[config.mk]
export PLATFORM = sky130hd
export DESIGN_NAME = gpio_h0_in_conditioner_flat
export DESIGN_NICKNAME = d
export VERILOG_FILES = /design/src/rtl/gpio_h0_in_conditioner_if.sv /design/src/rtl/gpio_h0_in_conditioner.sv /design/src/flat_wrapper.sv
export SDC_FILE = /design/constraint.sdc
export NUM_CORES = 1
export LEC_CHECK = 0
export ABC_AREA = 1
export CORE_AREA = 8 8 49 51
export CTS_CLUSTER_SIZE = 20
export DETAILED_ROUTE_END_ITERATION = 16
export DIE_AREA = 0 0 57 59
export GPL_ROUTABILITY_DRIVEN = 0
export GPL_TIMING_DRIVEN = 1
export HOLD_SLACK_MARGIN = 0.03
export PLACE_DENSITY = 0.74
export RECOVER_POWER = 100
export SYNTH_ARGS = -nofsm -noshare
export SYNTH_HDL_FRONTEND = slang
export SYNTH_SLANG_ARGS = --single-unit
export TNS_END_PERCENT = 5
[constraint.sdc]
create_clock -name ppm_clk -period 1.6 [get_ports ppm_clk]
set_input_delay 0.16 -clock ppm_clk [delete_from_list [all_inputs] [get_ports ppm_clk]]
set_output_delay 0.16 -clock ppm_clk [all_outputs]
set_load 0.03 [all_outputs]
[src/rtl/gpio_h0_in_conditioner_if.sv]
// Pin-side signal bundle for gpio_h0_in_conditioner: raw pad in, conditioned level,
// edge event pulses, qualification status and the optional accepted-edge counter.
interface gpio_h0_in_conditioner_if #(
   parameter int CNT_W = 16
) ();
   logic             pad_in;
   logic             edge_cnt_clr;
   logic             gpio_h0_in;
   logic             rise_pulse;
   logic             fall_pulse;
   logic             stable;
   logic [CNT_W-1:0] edge_cnt;

   modport master (
      output pad_in,
      output edge_cnt_clr,
      input  gpio_h0_in,
      input  rise_pulse,
      input  fall_pulse,
      input  stable,
      input  edge_cnt
   );

   modport slave (
      input  pad_in,
      input  edge_cnt_clr,
      output gpio_h0_in,
      output rise_pulse,
      output fall_pulse,
      output stable,
      output edge_cnt
   );
endinterface

[src/rtl/gpio_h0_in_conditioner.sv]
// Synchronises and debounces the raw gpio_h0_in pad into ppm_clk, with rise/fall pulses.
// Define GPIO_COND_EDGE_CNT_EN to build the saturating accepted-edge counter.
module gpio_h0_in_conditioner #(
   parameter int SYNC_STAGES     = 2,
   parameter int DEBOUNCE_CYCLES = 16,
   parameter int CNT_W           = 16,
   parameter bit INVERT          = 1'b0
) (
   input logic                    ppm_clk,
   input logic                    rst,
   gpio_h0_in_conditioner_if.slave bus
);
   localparam int DEB_W = $clog2(DEBOUNCE_CYCLES) + 1;
   localparam logic [DEB_W-1:0] DEB_LAST = DEB_W'(DEBOUNCE_CYCLES - 1);

   typedef enum logic {
      STABLE  = 1'b0,
      QUALIFY = 1'b1
   } state_t;

   logic [SYNC_STAGES-1:0] sync_q;
   logic                   s;
   state_t                 state_q, state_d;
   logic [DEB_W-1:0]       deb_cnt_q, deb_cnt_d;
   logic                   filt_q, filt_d;
   logic                   rise_q, rise_d;
   logic                   fall_q, fall_d;

   always_ff @(posedge ppm_clk) begin
      if (rst) begin
         sync_q <= '0;
      end else begin
         sync_q <= {sync_q[SYNC_STAGES-2:0], bus.pad_in};
      end
   end

   assign s = sync_q[SYNC_STAGES-1];

   always_ff @(posedge ppm_clk) begin
      if (rst) begin
         state_q   <= STABLE;
         deb_cnt_q <= '0;
         filt_q    <= 1'b0;
         rise_q    <= 1'b0;
         fall_q    <= 1'b0;
      end else begin
         state_q   <= state_d;
         deb_cnt_q <= deb_cnt_d;
         filt_q    <= filt_d;
         rise_q    <= rise_d;
         fall_q    <= fall_d;
      end
   end

   // Any sample that agrees with the filtered level restarts qualification, so glitches vanish.
   always_comb begin
      state_d   = STABLE;
      deb_cnt_d = '0;
      filt_d    = filt_q;
      rise_d    = 1'b0;
      fall_d    = 1'b0;
      if (s != filt_q) begin
         if (deb_cnt_q == DEB_LAST) begin
            filt_d = s;
            rise_d = s ^ INVERT;
            fall_d = ~(s ^ INVERT);
         end else begin
            deb_cnt_d = deb_cnt_q + DEB_W'(1);
            state_d   = QUALIFY;
         end
      end
   end

   assign bus.gpio_h0_in = filt_q ^ INVERT;
   assign bus.rise_pulse = rise_q;
   assign bus.fall_pulse = fall_q;
   assign bus.stable     = (state_q == STABLE);

`ifdef GPIO_COND_EDGE_CNT_EN
   logic             pulse;
   logic [CNT_W-1:0] edge_cnt_q;

   assign pulse = rise_q | fall_q;

   // A clear wins over the old value but still counts a pulse present in the same cycle.
   always_ff @(posedge ppm_clk) begin
      if (rst) begin
         edge_cnt_q <= '0;
      end else if (bus.edge_cnt_clr) begin
         edge_cnt_q <= CNT_W'(pulse);
      end else if (pulse && (edge_cnt_q != '1)) begin
         edge_cnt_q <= edge_cnt_q + CNT_W'(1);
      end
   end

   assign bus.edge_cnt = edge_cnt_q;
`else
   logic unused_edge_cnt_clr;

   assign unused_edge_cnt_clr = bus.edge_cnt_clr;
   assign bus.edge_cnt        = '0;
`endif
endmodule

[src/flat_wrapper.sv]
// flat-port wrapper written by rule: the top's interface ports become plain ports
module gpio_h0_in_conditioner_flat 
#(
   parameter int SYNC_STAGES     = 2,
   parameter int DEBOUNCE_CYCLES = 16,
   parameter int CNT_W           = 16,
   parameter bit INVERT          = 1'b0
)
  (ppm_clk, rst, bus_pad_in, bus_edge_cnt_clr, bus_gpio_h0_in, bus_rise_pulse, bus_fall_pulse, bus_stable, bus_edge_cnt);
  gpio_h0_in_conditioner_if #(.CNT_W(CNT_W)) bus_i ();
  input logic ppm_clk;
  input logic rst;
  input wire logic [$bits(bus_i.pad_in)-1:0] bus_pad_in;
  input wire logic [$bits(bus_i.edge_cnt_clr)-1:0] bus_edge_cnt_clr;
  output wire logic [$bits(bus_i.gpio_h0_in)-1:0] bus_gpio_h0_in;
  output wire logic [$bits(bus_i.rise_pulse)-1:0] bus_rise_pulse;
  output wire logic [$bits(bus_i.fall_pulse)-1:0] bus_fall_pulse;
  output wire logic [$bits(bus_i.stable)-1:0] bus_stable;
  output wire logic [$bits(bus_i.edge_cnt)-1:0] bus_edge_cnt;
  assign bus_i.pad_in = bus_pad_in;
  assign bus_i.edge_cnt_clr = bus_edge_cnt_clr;
  assign bus_gpio_h0_in = bus_i.gpio_h0_in;
  assign bus_rise_pulse = bus_i.rise_pulse;
  assign bus_fall_pulse = bus_i.fall_pulse;
  assign bus_stable = bus_i.stable;
  assign bus_edge_cnt = bus_i.edge_cnt;
  gpio_h0_in_conditioner #(.SYNC_STAGES(SYNC_STAGES), .DEBOUNCE_CYCLES(DEBOUNCE_CYCLES), .CNT_W(CNT_W), .INVERT(INVERT)) u_core (.ppm_clk(ppm_clk), .rst(rst), .bus(bus_i));
endmodule
==> impl_metrics.env, run 1 <==
export IMPL_status="completed"
export IMPL_firstDrtPassIters=4
export IMPL_drive_gt1_frac=0.06757
export IMPL_cts_hold_buffers_added=0
export IMPL_die_height_um=59
export IMPL_start_util=0.3235
export IMPL_power_leakage_nw=0.2674
export IMPL_cts_htree_levels=1
export IMPL_holdPathStages=3
export IMPL_first_global_vias=288
export IMPL_hold_viol=0
export IMPL_rr_worst_depth=7
export IMPL_via_per_inst=3.747
export IMPL_postSynthAreaPerCell_um2=8.219
export IMPL_switching_share=0.2895
export IMPL_syn_to_final_growth_pct=5.386
export IMPL_crit_path_start="u_core.state_q$_SDFF_PP0_"
export IMPL_routedWlPerCell_um=8.308
export IMPL_cts_resized_gates=0
export IMPL_grt_ovfl_total=0
export IMPL_setup_viol=0
export IMPL_hpwl_um=605.5
export IMPL_worstSetupEndpointType="output pin"
export IMPL_clockBufferDepth=2
export IMPL_cp_required_ns=1.44
export IMPL_grt_usage=0.04485
export IMPL_timing_rr_end="u_core.deb_cnt_q[4]$_SDFF_PP0_"
export IMPL_netSwitchingPower_mw=0.1553
export IMPL_power_internal_mw=0.3813
export IMPL_synth_area_leaders="dfxtp_1, buf_4, inv_1"
export IMPL_pin_count=24
export IMPL_synth_cell_type_count=15
export IMPL_power_share_clock=0.356
export IMPL_start_kind="flop"
export IMPL_finalCritPeriodShare=0.9313
export IMPL_row_count=15
export IMPL_antenna_found_initial=0
export IMPL_hold_path_endpoint="u_core.sync_q[0]$_SDFF_PP0_"
export IMPL_min_delay_start="bus_pad_in"
export IMPL_ys_ff_latch=11
export IMPL_rsz0062_at_grt="false"
export IMPL_clkLatencyLatePin_ns=0.27
export IMPL_finClkSkew_ns=0.002491
export IMPL_yosysSeqAreaShare=0.4122
export IMPL_r2r_setup_slack_ns=0.18
export IMPL_holdWs_ns=0.4118
export IMPL_diodes=0
export IMPL_drv_slew=0
export IMPL_synthCells=65
export IMPL_ys_warn_count=0
export IMPL_power_density_nw_per_um2=953.1
export IMPL_cts_sinks=11
export IMPL_clk_pin_slew_ns=0.07
export IMPL_synth_area_um2=534.3
export IMPL_fmax_mhz=671.1
export IMPL_finalNonFillerCells=91
export IMPL_root_buffer="clkbuf_4"
export IMPL_cts_tree="done"
export IMPL_crit_arrival_ns=1.33
export IMPL_numPortBuffers=6
export IMPL_die_area_um2=3363
export IMPL_cts_buffers=3
export IMPL_grt_pass1_wl_um=1104
export IMPL_crit_path_max_fanout=1
export IMPL_grt_max_degree=7
export IMPL_r2r_start="u_core.deb_cnt_q[0]$_SDFF_PP0_"
export IMPL_die_x_um=57
export IMPL_min_period_ns=1.490
export IMPL_ant_nets=0
export IMPL_post_cts_buffers=0
export IMPL_synthDominantCellAreaShare=0.4122
export IMPL_core_um2=1652
export IMPL_min_path_type="in -> reg"
export IMPL_tns_ns=0
export IMPL_combPwrFrac=0.122
export IMPL_p_seq_frac=0.522
export IMPL_fill_cells=179
export IMPL_finalNetCount=81
export IMPL_yosys_area_top_type="dfxtp_1"
export IMPL_vias=341
export IMPL_drc=0
export IMPL_wl_um=756
export IMPL_drt_iter0_drc=9
export IMPL_crit_type="reg -> out"
export IMPL_max_cap_viol_count=0
export IMPL_ir_drop_mv=0.3116
export IMPL_placed_cells=87
cells in the mapped netlist:
| master | count |
|---|---|
| nand2_1 | 7 |
| inv_2 | 1 |
| nor3_1 | 1 |
| dfxtp_1 | 11 |
| nand4_4 | 1 |
| conb_1 | 1 |
| buf_4 | 16 |
| nand2_2 | 1 |
| xnor2_1 | 1 |
| nor2_1 | 8 |
| a21oi_1 | 1 |
| inv_1 | 11 |
| nand3_1 | 1 |
| nand4_1 | 2 |
| ha_1 | 2 |
flip-flops by register name, summed over array words and instances (netlist names):
| name | cells |
|---|---|
| u_core.bus.fall_pulse | 1 |
| u_core.bus.gpio_h0_in | 1 |
| u_core.bus.rise_pulse | 1 |
| u_core.deb_cnt_q | 5 |
| u_core.state_q | 1 |
| u_core.sync_q | 2 |
cell families (layout without fill, tap and decap cells):
kind of cell,after synthesis,after routing,synth area share
xor+xnor,1,1,0.01640
compound gates,1,1,0.009359
other cells,1,16,0.007019
flops,11,11,0.4122
fa+ha+maj,2,2,0.04683
simple gates,21,21,0.1991
buf+inv,28,22,0.3091
power groups by stage:
stage               clock, mW  combinational [mW]  sequential, mW
global route            0.213              0.0695           0.280
detailed placement          0              0.0666           0.286
global placement            0              0.0659           0.286
floorplan                   0              0.0886           0.286
CTS                     0.199              0.0667           0.280
finish                  0.191              0.0657           0.280
cell type report:
| cell class | instances | area, um2 | area share |
|---|---|---|---|
| clock buffers | 4 | 26.28 | 0.04667 |
| inverters | 12 | 45.04 | 0.08000 |
| multi-input cells | 41 | 190.2 | 0.3378 |
| flip-flops and latches | 11 | 220.2 | 0.3911 |
| well taps | 17 | 21.27 | 0.03778 |
| repair buffers | 6 | 60.06 | 0.1067 |
worst max-delay path, cell delays in order, from the launching register on:
cell and delay [ns]:
dfxtp_1 0.30, inv_1 0.03, dlygate4sd3_1 0.73
routing by layer:
metal,vias to the layer above,GRT usage,share of wire
met5,-,0,0
met4,0,0.06040,0.033
met3,2,0.03219,0.15
met2,16,0.06202,0.43
met1,142,0.03589,0.39
li1,181,-,-
how the worst max path moves through the flow:
stage                     slack [ns]                              to  cells after the start
after floorplan                 0.39  u_core.deb_cnt_q[0]$_SDFF_PP0_                      7
after global placement          0.31  u_core.deb_cnt_q[0]$_SDFF_PP0_                      7
after detailed placement        0.28  u_core.deb_cnt_q[2]$_SDFF_PP0_                      7
after CTS                       0.10                  bus_gpio_h0_in                      1
after global routing            0.05                      bus_stable                      2
final                           0.11                      bus_stable                      2
cells in the final DEF (no fill, tap or decap):
| master | Yosys | final |
|---|---|---|
| conb_1 | 1 | 16 |
| inv_1 | 11 | 11 |
| dfxtp_1 | 11 | 11 |
| nor2_1 | 8 | 8 |
| nand2_1 | 7 | 7 |
| dlygate4sd3_1 | 0 | 4 |
| nand4_1 | 2 | 3 |
| clkbuf_4 | 0 | 3 |
| ha_1 | 2 | 2 |
| clkdlybuf4s50_1 | 0 | 2 |
| xnor2_1 | 1 | 1 |
| inv_2 | 1 | 1 |
| nand2_2 | 1 | 1 |
| nand3_1 | 1 | 1 |
| a21oi_1 | 1 | 1 |
| nor3_1 | 1 | 1 |
| clkbuf_1 | 0 | 1 |
through the flow:
stage,total power [mW],instance area (um2),worst slack (ns),util
after detailed placement,0.3529,551.8,0.2804,0.3341
after global placement,0.3521,551.8,0.3076,0.3341
after global routing,0.5628,563.0,0.04890,0.3409
final,0.5367,563.0,0.1099,0.3409
after floorplan,0.3745,590.6,0.3943,-
after CTS,0.5452,578.1,0.1013,0.3500
Power figures use the tool's default switching activity.
==> run 2, diff against run 1 <==
- CORE_AREA: 8 8 49 51 -> 2 2 43 45
- DIE_AREA: 0 0 57 59 -> 0 0 45 47
==> impl_metrics.env, run 2 (synthesized netlist as in run 1, its figures left out) <==
export IMPL_status="completed"
export IMPL_first_global_vias=269
export IMPL_setup_viol=0
export IMPL_crit_chain="clkdlybuf4s50_1"
export IMPL_finalCritPeriodShare=0.9228
export IMPL_fill_cells=173
export IMPL_die_area_um2=2115
export IMPL_min_path_type="in -> reg"
export IMPL_crit_type="reg -> out"
export IMPL_routedWlPerCell_um=6.473
export IMPL_max_cap_viol_count=0
export IMPL_final_cell_mix="conb_1, inv_1, dfxtp_1, nor2_1, nand2_1"
export IMPL_reg_top3="u_core.deb_cnt_q: 5 flops, u_core.sync_q: 2 flops"
export IMPL_cpLargestDelayFamily="buffers and inverters"
export IMPL_post_place_ws_ns=0.2882
export IMPL_power_density_nw_per_um2=912.2
export IMPL_start_util=0.3235
export IMPL_grt_ovfl_total=0
export IMPL_die_x_um=45
export IMPL_largest_register_ffs=5
export IMPL_cts_htree_levels=1
export IMPL_cts_tree="done"
export IMPL_power_leakage_nw=0.2685
export IMPL_hpwl_um=474.8
export IMPL_total_power_mw=0.5273
export IMPL_row_count=15
export IMPL_worstSetupEndpointType="output pin"
export IMPL_ant_nets=0
export IMPL_antenna_found_initial=0
export IMPL_core_um2=1652
export IMPL_clkLatencyLatePin_ns=0.26
export IMPL_post_cts_buffers=0
export IMPL_layout_commonest_cell="conb_1"
export IMPL_fmax_mhz=677.3
export IMPL_post_route_util=0.3500
export IMPL_finClkSkew_ns=0.002665
export IMPL_final_area_um2=578.1
export IMPL_ir_drop_mv=0.3644
export IMPL_cts_resized_gates=0
export IMPL_root_buffer="clkbuf_4"
export IMPL_grt_max_degree=7
export IMPL_min_period_ns=1.476
export IMPL_cts_sinks=11
export IMPL_multi_input_area_um2=205.2
export IMPL_worst_path_buf_inv=1
export IMPL_grt_usage=0.07292
export IMPL_tns_ns=0
export IMPL_via_per_inst=3.648
export IMPL_top_register="u_core.deb_cnt_q"
export IMPL_setup_ws_ns=0.1236
export IMPL_syn_to_final_growth_pct=8.197
export IMPL_numPortBuffers=6
export IMPL_vias=332
export IMPL_start_kind="flop"
export IMPL_drv_slew=0
export IMPL_cp_required_ns=1.44
export IMPL_crit_path_max_fanout=4
export IMPL_clk_pin_slew_ns=0.06
export IMPL_drt_iter0_drc=1
export IMPL_diodes=0
export IMPL_wl_um=589
export IMPL_clockBufferDepth=2
export IMPL_grt_pass1_wl_um=1021
export IMPL_rsz0062_at_grt="false"
export IMPL_drive_gt1_frac=0.08108
export IMPL_cp_slowest_cell="clkdlybuf4s50_1"
export IMPL_hold_viol=0
export IMPL_max_stage_delay_ns=0.68
export IMPL_cts_buffers=3
export IMPL_cts_hold_buffers_added=0
export IMPL_firstDrtPassIters=2
export IMPL_die_height_um=47
export IMPL_finalNetCount=81
export IMPL_crit_arrival_ns=1.32
export IMPL_drc=0
export IMPL_pin_count=24
export IMPL_dpl_cell_area_um2=551.8
export IMPL_layout_area_seq_um2=220.2
run 2: changes by cell type in the layout (fill, tap and decap cells not counted):
cell	delta
nand4_4	+1
nand4_1	-1
run 2: metrics by stage:
step | std cells | hold WS [ns]
6_report | 91 | 0.4028
4_1_cts | 91 | 0.3964
3_5_place_dp | 87 | 0.4011
3_3_place_gp | 87 | 0.3920
2_1_floorplan | 80 | 0.2291
5_1_grt | 91 | 0.4173
run 2: worst paths after layout:
check | from | endpoint | slack (ns) | depth (start not counted)
worst max-delay path | u_core.bus.gpio_h0_in$_SDFFE_PP0P_ | bus_gpio_h0_in | 0.12 | 1
worst min-delay path | bus_pad_in | u_core.sync_q[0]$_SDFF_PP0_ | 0.40 | 3
worst max register to register | u_core.deb_cnt_q[0]$_SDFF_PP0_ | u_core.deb_cnt_q[1]$_SDFF_PP0_ | 0.29 | 7
worst min register to register | u_core.sync_q[0]$_SDFF_PP0_ | u_core.sync_q[1]$_SDFF_PP0_ | 0.41 | 2
run 2: report_power, final:
| group | internal [mW] | switching (mW) |
|---|---|---|
| combinational | 0.00781 | 0.0580 |
| clock | 0.0964 | 0.0850 |
| sequential | 0.278 | 0.00262 |
run 2: layout make-up:
type,count,area share
flip-flops and latches,11,0.3810
clock buffers,4,0.04545
multi-input cells,41,0.3550
repair buffers,6,0.1039
well taps,17,0.03680
inverters,12,0.07792
run 2: routing by layer:
layer  vias up  track usage  share of wire
li1        180            -              -
met1       131      0.07009           0.40
met2        16       0.1143           0.45
met3         5      0.03462           0.10
met4         0      0.07059          0.042
met5         -            0              0
